[src/rtl/pcie_ss_axis_pkg.sv]
// Shared AXI-Stream types for the PCIe SS TX path: arbiter state and source ids.
package pcie_ss_axis_pkg;

    typedef enum logic {
        ARB_IDLE = 1'b0,
        ARB_LOCK = 1'b1
    } arb_state_t;

    typedef logic src_id_t;

    localparam src_id_t SRC_TX_A = 1'b0;
    localparam src_id_t SRC_TX_B = 1'b1;

    function automatic src_id_t other_src(input src_id_t id);
        return src_id_t'(~id);
    endfunction

endpackage

[src/rtl/pcie_tx_arb_out_reg.sv]
// Single-stage AXI-Stream output register; loads whenever it is empty or being drained,
// so back-to-back beats flow with no bubble.
module pcie_tx_arb_out_reg #(
    parameter int DATA_W = 512,
    parameter int USER_W = 10
) (
    input  logic                  clk,
    input  logic                  rst,
    input  logic                  load,
    input  logic                  in_valid,
    input  logic [DATA_W-1:0]     in_data,
    input  logic [DATA_W/8-1:0]   in_keep,
    input  logic                  in_last,
    input  logic [USER_W-1:0]     in_user,
    output logic                  m_tvalid,
    output logic [DATA_W-1:0]     m_tdata,
    output logic [DATA_W/8-1:0]   m_tkeep,
    output logic                  m_tlast,
    output logic [USER_W-1:0]     m_tuser_vendor
);

    // NOTE: registers use <= so every flop samples pre-edge values regardless of block order.
    always_ff @(posedge clk) begin
        if (rst) begin
            m_tvalid <= 1'b0;
        end else if (load) begin
            m_tvalid <= in_valid;
        end
    end

    // NOTE: payload is deliberately not reset; m_tvalid alone qualifies it.
    always_ff @(posedge clk) begin
        if (load && in_valid) begin
            m_tdata        <= in_data;
            m_tkeep        <= in_keep;
            m_tlast        <= in_last;
            m_tuser_vendor <= in_user;
        end
    end

endmodule

[src/rtl/pcie_tx_pkt_arbiter.sv]
// Packet-atomic weighted round-robin merge of the TX-A / TX-B streams onto the
// PCIe SS TX port through a one-beat output register.
module pcie_tx_pkt_arbiter
    import pcie_ss_axis_pkg::*;
#(
    parameter int DATA_W = 512,
    parameter int USER_W = 10,
    parameter int WGT_W  = 4
) (
    input  logic                         clk,
    input  logic                         rst,
    input  logic [1:0]                   s_tvalid,
    output logic [1:0]                   s_tready,
    input  logic [1:0][DATA_W-1:0]       s_tdata,
    input  logic [1:0][DATA_W/8-1:0]     s_tkeep,
    input  logic [1:0]                   s_tlast,
    input  logic [1:0][USER_W-1:0]       s_tuser_vendor,
    input  logic [1:0][WGT_W-1:0]        weight,
    output logic                         m_tvalid,
    input  logic                         m_tready,
    output logic [DATA_W-1:0]            m_tdata,
    output logic [DATA_W/8-1:0]          m_tkeep,
    output logic                         m_tlast,
    output logic [USER_W-1:0]            m_tuser_vendor,
    output logic                         grant_id,
    output logic                         busy
);

    arb_state_t       state, state_nxt;
    src_id_t          ptr, grant_q, sel;
    logic [WGT_W-1:0] cnt, cnt_sat, wgt_eff;
    logic [WGT_W:0]   cnt_inc;
    logic             load, req_any, accept, accept_last;

    assign load     = !m_tvalid || m_tready;
    assign req_any  = |s_tvalid;
    assign grant_id = grant_q;

    // In IDLE the decision is made combinationally so the first beat moves this cycle.
    always_comb begin
        sel = grant_q;
        if (state == ARB_IDLE) begin
            if (&s_tvalid) begin
                sel = ptr;
            end else begin
                sel = s_tvalid[SRC_TX_B] ? SRC_TX_B : SRC_TX_A;
            end
        end
    end

    assign accept      = s_tvalid[sel] && s_tready[sel];
    assign accept_last = accept && s_tlast[sel];

    always_ff @(posedge clk) begin
        if (rst) begin
            state <= ARB_IDLE;
        end else begin
            state <= state_nxt;
        end
    end

    // NOTE: every always_comb output gets a default first, so no path can infer a latch.
    always_comb begin
        state_nxt = state;
        case (state)
            ARB_IDLE: if (accept && !s_tlast[sel]) state_nxt = ARB_LOCK;
            ARB_LOCK: if (accept_last)             state_nxt = ARB_IDLE;
            default:                               state_nxt = ARB_IDLE;
        endcase
    end

    always_comb begin
        s_tready = 2'b00;
        busy     = (state == ARB_LOCK);
        if (!rst && load && (state == ARB_LOCK || req_any)) begin
            s_tready[sel] = 1'b1;
        end
    end

    always_ff @(posedge clk) begin
        if (rst) begin
            grant_q <= SRC_TX_A;
        end else if (state == ARB_IDLE && accept) begin
            grant_q <= sel;
        end
    end

    // Weight is read only at tlast, so a mid-packet change waits for the next decision.
    always_comb begin
        cnt_inc = {1'b0, cnt} + {{WGT_W{1'b0}}, 1'b1};
        cnt_sat = (&cnt) ? cnt : cnt_inc[WGT_W-1:0];
        wgt_eff = (weight[sel] == '0) ? WGT_W'(1) : weight[sel];
    end

    always_ff @(posedge clk) begin
        if (rst) begin
            ptr <= SRC_TX_A;
            cnt <= '0;
        end else if (accept_last) begin
            if (sel != ptr) begin
                cnt <= '0;
            end else if (s_tvalid[other_src(sel)] && ({1'b0, wgt_eff} <= cnt_inc)) begin
                ptr <= other_src(sel);
                cnt <= '0;
            end else begin
                cnt <= cnt_sat;
            end
        end
    end

    pcie_tx_arb_out_reg #(
        .DATA_W (DATA_W),
        .USER_W (USER_W)
    ) u_out_reg (
        .clk            (clk),
        .rst            (rst),
        .load           (load),
        .in_valid       (accept),
        .in_data        (s_tdata[sel]),
        .in_keep        (s_tkeep[sel]),
        .in_last        (s_tlast[sel]),
        .in_user        (s_tuser_vendor[sel]),
        .m_tvalid       (m_tvalid),
        .m_tdata        (m_tdata),
        .m_tkeep        (m_tkeep),
        .m_tlast        (m_tlast),
        .m_tuser_vendor (m_tuser_vendor)
    );

endmodule

[config.mk]
export PLATFORM = sky130hd
export DESIGN_NAME = pcie_tx_pkt_arbiter
export DESIGN_NICKNAME = d
export VERILOG_FILES = /design/src/rtl/pcie_ss_axis_pkg.sv /design/src/rtl/pcie_tx_arb_out_reg.sv /design/src/rtl/pcie_tx_pkt_arbiter.sv
export SDC_FILE = /design/constraint.sdc
export NUM_CORES = 1
export LEC_CHECK = 0
export ABC_CLOCK_PERIOD_IN_PS = 43200
export CAP_MARGIN = 20
export CORE_AREA = 2 2 688 690
export DETAILED_ROUTE_END_ITERATION = 6
export DIE_AREA = 0 0 690 692
export GPL_TIMING_DRIVEN = 0
export HOLD_SLACK_MARGIN = 0.06
export PLACE_DENSITY = 0.3
export SLEW_MARGIN = 40
export SYNTH_ARGS = -nofsm -noshare
export SYNTH_HDL_FRONTEND = slang
export SYNTH_SLANG_ARGS = --single-unit
[constraint.sdc]
create_clock -name clk -period 43.2 [get_ports clk]
set_clock_uncertainty 0.15 [all_clocks]
set_input_delay 8.64 -clock clk [delete_from_list [all_inputs] [get_ports clk]]
set_output_delay 8.64 -clock clk [all_outputs]
set_load 0.02 [all_outputs]
==> qor.txt, run 1 <==
Ports: 1779
Tot GR Track Use: 13.9%
HPWL Detailed: 315000 um
Mean number of vias per cell: 2.60
Area after DPL: 0.0520 mm2
CTS tree: yes
Setup slack, reg-to-reg: 37.71 ns
Antenna Nets Post-Route: 0
H-tree levels: 3
TritonCTS Buffers: 98
Combinational Power Share: 22.3%
Synth cell types: 35
Post-route DRC violation count: 0
Worst Hold Launch: cnt[1]
Fraction of registers with async set/reset: 0%
Outcome: finished clean
Peak supply drop: 27.6 uV
Worst R2R End: u_out_reg.m_tkeep[46]
Hold buffer count at CTS: 0
Post-synth EDFFs: 587
Setup-failing EPs final: 0
Syn Area/Cell: 9.88 um2
Synth top area cells: edfxtp_1 69%, nand2_1 26%, clkbuf_1 1.9%
CP Cell Sequence: clkdlybuf4s50_1 > nand2b_1 > a21oi_4 > buf_6 > clkbuf_2 > clkbuf_1 > nor2_1 > clkdlybuf4s50_1
Post-Route WL: 345000 um
P&R area growth vs syn: 117%
Worst-path clk slew: 0.06 ns
Tmin final: 20.38 ns
Initial core utilization: 5.41%
Yosys warning count: 0
Pin count of the biggest net entering global routing: 21
Setup CP Type: input port to output port
PnR Total Power: 1.95 mW
Core area: 0.470 mm2
Synth Instances: 2572
Clock power share: 42.2%
Final Core Density: 11.8%
Critical Path Sink Type: output port
Reg2Reg Depth: 21
Avg WL per Cell: 31.8 um
Vias in the first global route: 28581
Setup bufs post-CTS: 0
Die area: 0.477 mm2
Headroom to the max-slew limit: 44.4%
Slowest cell on crit path: clkdlybuf4s50_1
Post-CTS sizing: 0
Post-synth top area share: 69.3%
Initial antenna violation count: 283
Critical Path Start Type: input port
Design area: 0.0553 mm2
Pint: 1.35 mW
Fin worst setup slack: 22.82 ns
Final Cycle Share: 47.2%
Worst-margin pin slew: 0.832 ns
Synth Cell Area: 0.0254 mm2
Largest area contributor in the netlist: edfxtp_1
Worst Hold Depth: 2
Crit-path most repeated cell: clkdlybuf4s50_1
RSZ-0062 raised after global routing: false
DR iter-0 viols: 2289
Drt pass-1 iters: 6
Leading post-synthesis cells by instance count: 1778 x nand2_1, 587 x edfxtp_1, 131 x clkbuf_1, 9 x a21oi_1, 8 x dfxtp_1
Clock Tree Buf Depth: 4
Post-layout net count: 5693
Post-synthesis sequential area ratio: 70.0%
Synth Register Bits: 595
CTS Sinks: 595
CP Data Arrival Time: 11.59 ns
HP Class: flip-flop to flip-flop
Syn nets: 3764
CTS Root Buffer Type: clkbuf_16
Fmax: 0.0491 GHz
First-pass GRT wire length: 408000 um
I/O Buffers: 1776
PwrDens: 35.3 mW/mm2
Setup Slack @ Placement: 22.79 ns
Most common cell in the netlist: nand2_1
CP max FO: 10
Vias: 28224
Most frequently used flop master after synthesis: edfxtp_1
Flop pwr share: 35.6%
Layout cells sized above 1: 5.70%
Sw Ratio: 31.0%
Final Max Tran Viols: 0
Maxcap violations: 0
CP required: 34.41 ns
Net switching component of the power: 0.605 mW
Final Hold Viols: 0
Die width: 690 um
Largest stage delay on the critical path: 0.62 ns
Placer Congestion: 0.961
Die Y: 692 um
Rows: 252
Clk_lat worst skew: 0.85 ns
Grt ovf: 0
Leak: 20.1 nW
Sink of the worst hold path: cnt[1]
## cell usage in the layout (no fill, tap or decap), types with 4 or more instances in the layout
cell	netlist	layout
nand2_1	1778	1778
clkdlybuf4s50_1	0	1745
edfxtp_1	587	587
clkbuf_1	131	122
clkbuf_16	0	98
diode_2	0	58
buf_2	2	30
buf_16	0	24
clkbuf_2	0	23
buf_8	0	23
clkinv_1	0	18
clkinv_2	0	18
bufinv_16	0	11
a21oi_1	9	8
dfxtp_1	8	8
or3_1	6	6
nor2_1	6	5
inv_1	5	5
ha_1	5	5
clkinv_4	0	5
buf_12	0	4
## metal layers
layer	vias to the layer above	share of wire [%]	global-route usage, %
met5	-	0.21	0
met4	116	3.0	3.14
met3	595	12	7.06
met2	1790	49	24.6
met1	13427	36	14.7
li1	12296	-	-
## worst max-delay path, delay by kind of cell
family	cells	cell delay (ns)
compound gates	1	0.38
simple gates	2	0.27
buf+inv	5	2.28
## flip-flops by register name (all words and copies together), names as in the netlist, named ones only
signal,count
u_out_reg.m_tdata,512
u_out_reg.m_tkeep,64
u_out_reg.m_tuser_vendor,10
cnt,4
grant_id,1
ptr,1
u_out_reg.m_tlast,1
u_out_reg.m_tvalid,1
## through the flow
stage / TNS, ns / instances / hold slack [ns]
after floorplan: 0 / 2572 / 0.303
after global placement: -8012.35 / 10571 / 0.314
after detailed placement: 0 / 10624 / 0.330
after CTS: 0 / 10799 / 0.339
after global routing: 0 / 10821 / 0.361
final: 0 / 10857 / 0.344
## cell type report
type | instances | area (um2)
fill | 53893 | 415000
tap | 6223 | 7790
sequential | 595 | 17800
clock inverter | 60 | 617
buffer | 135 | 557
clock buffer | 115 | 2520
antenna | 58 | 145
multi-input combinational | 1837 | 7130
inverter | 5 | 18.8
timing repair buffer | 1829 | 18700
## cell families after synthesis
group,Yosys count,share of synthesized area [%]
AO/OA/AOI/OAI,19,0.468
XOR/XNOR,2,0.0689
adder cells (fa/ha/maj),5,0.246
buffers and inverters,140,2.11
flip-flops,595,70.0
multiplexers,6,0.266
AND/OR/NAND/NOR,1805,26.9
## how the worst max path moves through the flow
stage,from,end,cells past startpoint
floorplan,s_tvalid[1],u_out_reg.m_tdata[0],5
global placement,m_tready,u_out_reg.m_tkeep[9],5
detailed placement,s_tvalid[0],s_tready[1],8
CTS,s_tvalid[0],s_tready[1],8
global route,s_tvalid[0],s_tready[1],8
finish,s_tvalid[0],s_tready[1],8
## power groups by stage
stage          Combinational [mW]  Clock (mW)  Sequential, mW
3_5_place_dp                0.446           0           0.706
3_3_place_gp                0.432           0           0.765
2_1_floorplan              0.0788           0           0.777
5_1_grt                     0.463       0.877           0.697
6_report                    0.434       0.823           0.694
4_1_cts                     0.449       0.868           0.695
(Power assumes the default switching activity.)
==> run 2: changes to the inputs <==
Settings changed: ABC_CLOCK_PERIOD_IN_PS 43200 to 21200.
Clock period 43.2 ns to 21.2 ns, I/O delays scaled along.
==> run 2 against run 1 <==
  * Hold slack worse by 0.0044 ns
  * First-iteration DRC count is 3.8% lower
  * Cell area is 0.55% higher
  * Utilization is 0.065 points higher
  * Routed wire length hardly changed
  * Die area stayed put
  * Combinational power is 110% higher
  * Sequential cell count stayed put
  * Register-to-register slack worse by 21 ns
  * Critical path type unchanged
==> qor.txt, run 2 (same netlist as run 1, synthesis figures left out) <==
CP max FO: 10 (unchanged)
Post-CTS sizing: 0 (unchanged)
Maxcap violations: 0 (unchanged)
Hold buffer count at CTS: 0 (unchanged)
Reg2Reg Depth: 18 (was 21)
Tot GR Track Use: 13.9% (about the same)
HPWL Detailed: 314000 um (was 315000 um)
Commonest non-fill, non-tap cells in the layout: 1778 x nand2_1, 1756 x clkdlybuf4s50_1, 587 x edfxtp_1 (was 1778 x nand2_1, 1745 x clkdlybuf4s50_1, 587 x edfxtp_1)
CTS tree: yes (unchanged)
Worst-path clk slew: 0.05 ns (was 0.06 ns)
Design area: 0.0556 mm2 (was 0.0553 mm2)
P&R area growth vs syn: 119% (was 117%)
Placer Congestion: 0.933 (was 0.961)
Pin count of the biggest net entering global routing: 20 (was 21)
Grt ovf: 0 (unchanged)
Critical Path End: s_tready[0] (was s_tready[1])
Layout cells sized above 1: 5.84% (was 5.70%)
Final Core Density: 11.8% (about the same)
PnR Total Power: 4.08 mW (was 1.95 mW)
Final Cycle Share: 54.1%
Hold WS: 0.340 ns (was 0.344 ns)
Setup-failing EPs final: 0 (unchanged)
Die Y: 692 um (unchanged)
Vias: 28234 (was 28224)
CTS Root Buffer Type: clkbuf_16 (unchanged)
Die width: 690 um (unchanged)
Final Max Tran Viols: 0 (unchanged)
Peak supply drop: 55.1 uV (was 27.6 uV)
CTS Sinks: 595 (unchanged)
Setup CP Type: input port to output port (unchanged)
Rows: 252 (unchanged)
CP Data Arrival Time: 7.07 ns (was 11.59 ns)
Critical Path Sink Type: output port (unchanged)
Mean number of vias per cell: 2.60 (about the same)
Core area: 0.470 mm2 (unchanged)
Filler cells: 53834 (was 53893)
PwrDens: 73.3 mW/mm2 (was 35.3 mW/mm2)
Worst R2R End: u_out_reg.m_tdata[262] (was u_out_reg.m_tkeep[46])
Headroom to the max-slew limit: 39.4% (was 44.4%)
Non-Filler Instances: 10853 (was 10857)
Initial core utilization: 5.41% (unchanged)
Max reg flops: 512 (unchanged)
Worst-margin pin slew: 0.907 ns (was 0.832 ns)
Antenna Nets Post-Route: 0 (unchanged)
Commonest non-fill, non-tap cell in the layout: nand2_1 (unchanged)
Setup bufs post-CTS: 0 (unchanged)
Drt pass-1 iters: 7 (was 6)
HP Class: flip-flop to flip-flop (unchanged)
DR iter-0 viols: 2201 (was 2289)
CP required: 16.81 ns (was 34.41 ns)
First-pass GRT wire length: 410000 um (was 408000 um)
Clock Tree Buf Depth: 4 (unchanged)
Clk_lat worst skew: 0.85 ns (about the same)
Post-route DRC violation count: 0 (unchanged)
Initial antenna violation count: 270 (was 283)
Ports: 1779 (unchanged)
Post-layout net count: 5701 (was 5693)
RSZ-0062 raised after global routing: false (unchanged)
I/O Buffers: 1776 (unchanged)
Setup slack, reg-to-reg: 16.28 ns (was 37.71 ns)
Largest regs: u_out_reg.m_tdata x512, u_out_reg.m_tkeep x64, u_out_reg.m_tuser_vendor x10 (unchanged)
Final Hold Viols: 0 (unchanged)
Outcome: finished clean (unchanged)
Start point of the critical path: s_tvalid[0] (unchanged)
Area after DPL: 0.0522 mm2 (was 0.0520 mm2)
Fmax: 0.0872 GHz
Worst Hold Depth: 2 (unchanged)
Leak: 20.2 nW (was 20.1 nW)
Tmin final: 11.46 ns
H-tree levels: 3 (unchanged)
Vias in the first global route: 28743 (was 28581)
Post-Route WL: 345000 um (about the same)
Largest Register: u_out_reg.m_tdata (unchanged)
Die area: 0.477 mm2 (unchanged)
TritonCTS Buffers: 102 (was 98)
Critical Path Start Type: input port (unchanged)
Avg WL per Cell: 31.8 um (about the same)
Inst Count DP: 10628 (was 10624)
-- run 2: cell count changes in the layout (fill, tap and decap cells not counted), moves of 3 or more --
cell and delta:
diode_2 -15, clkdlybuf4s50_1 +11, buf_2 -8, clkbuf_2 +8, clkinv_1 -7, buf_16 +6, clkinvlp_4 +6, clkbuf_16 +4
clkinv_2 -4, buf_4 -3
-- run 2: cell type report --
cell class / count / area (um2) / area share [%]
clock inverters: 57 / 662 / 1.19
inverters: 5 / 18.8 / 0.0338
multi-input cells: 1837 / 7120 / 12.8
diodes: 43 / 108 / 0.194
plain buffers: 135 / 563 / 1.01
clock buffers: 125 / 2640 / 4.75
repair buffers: 1833 / 18900 / 34.0
well taps: 6223 / 7790 / 14.0
flip-flops and latches: 595 / 17800 / 32.0
-- run 2: worst max-delay path, stage by stage --
cell and delay [ns]:
clkdlybuf4s50_1 0.53, nand2b_1 0.22, a21o_1 0.16, buf_6 0.28, clkbuf_2 0.38, buf_16 0.20
clkbuf_1 0.34, nor2_1 0.09, clkdlybuf4s50_1 0.56
-- run 2: per-stage QoR --
stage / worst slack, ns / setup TNS, ns
final: 9.74 / 0
after global routing: 9.55 / 0
after CTS: 9.68 / 0
after detailed placement: 9.69 / 0
after global placement: -13.59 / -7800.84
after floorplan: 0.220 / 0
-- run 2: how the worst min path moves through the flow --
stage,from,to,slack [ns]
6_report,cnt[1],cnt[1],0.34
3_3_place_gp,cnt[1],cnt[1],0.32
2_1_floorplan,cnt[1],cnt[1],0.30
5_1_grt,cnt[3],cnt[3],0.36
3_5_place_dp,cnt[3],cnt[3],0.34
4_1_cts,cnt[3],cnt[3],0.34
-- run 2: power breakdown --
group          switching [mW]  internal (mW)
clock network           0.744           1.02
logic                   0.521          0.378
registers              0.0224           1.39
-- run 2: layer usage --
| layer | vias up | track usage, % | part of all wire (%) |
|---|---|---|---|
| met3 | 587 | 5.37 | 9.2 |
| met2 | 1724 | 25.2 | 50 |
| met4 | 92 | 2.66 | 2.6 |
| met5 | - | 0 | 0.16 |
| li1 | 12295 | - | - |
| met1 | 13536 | 15.4 | 38 |
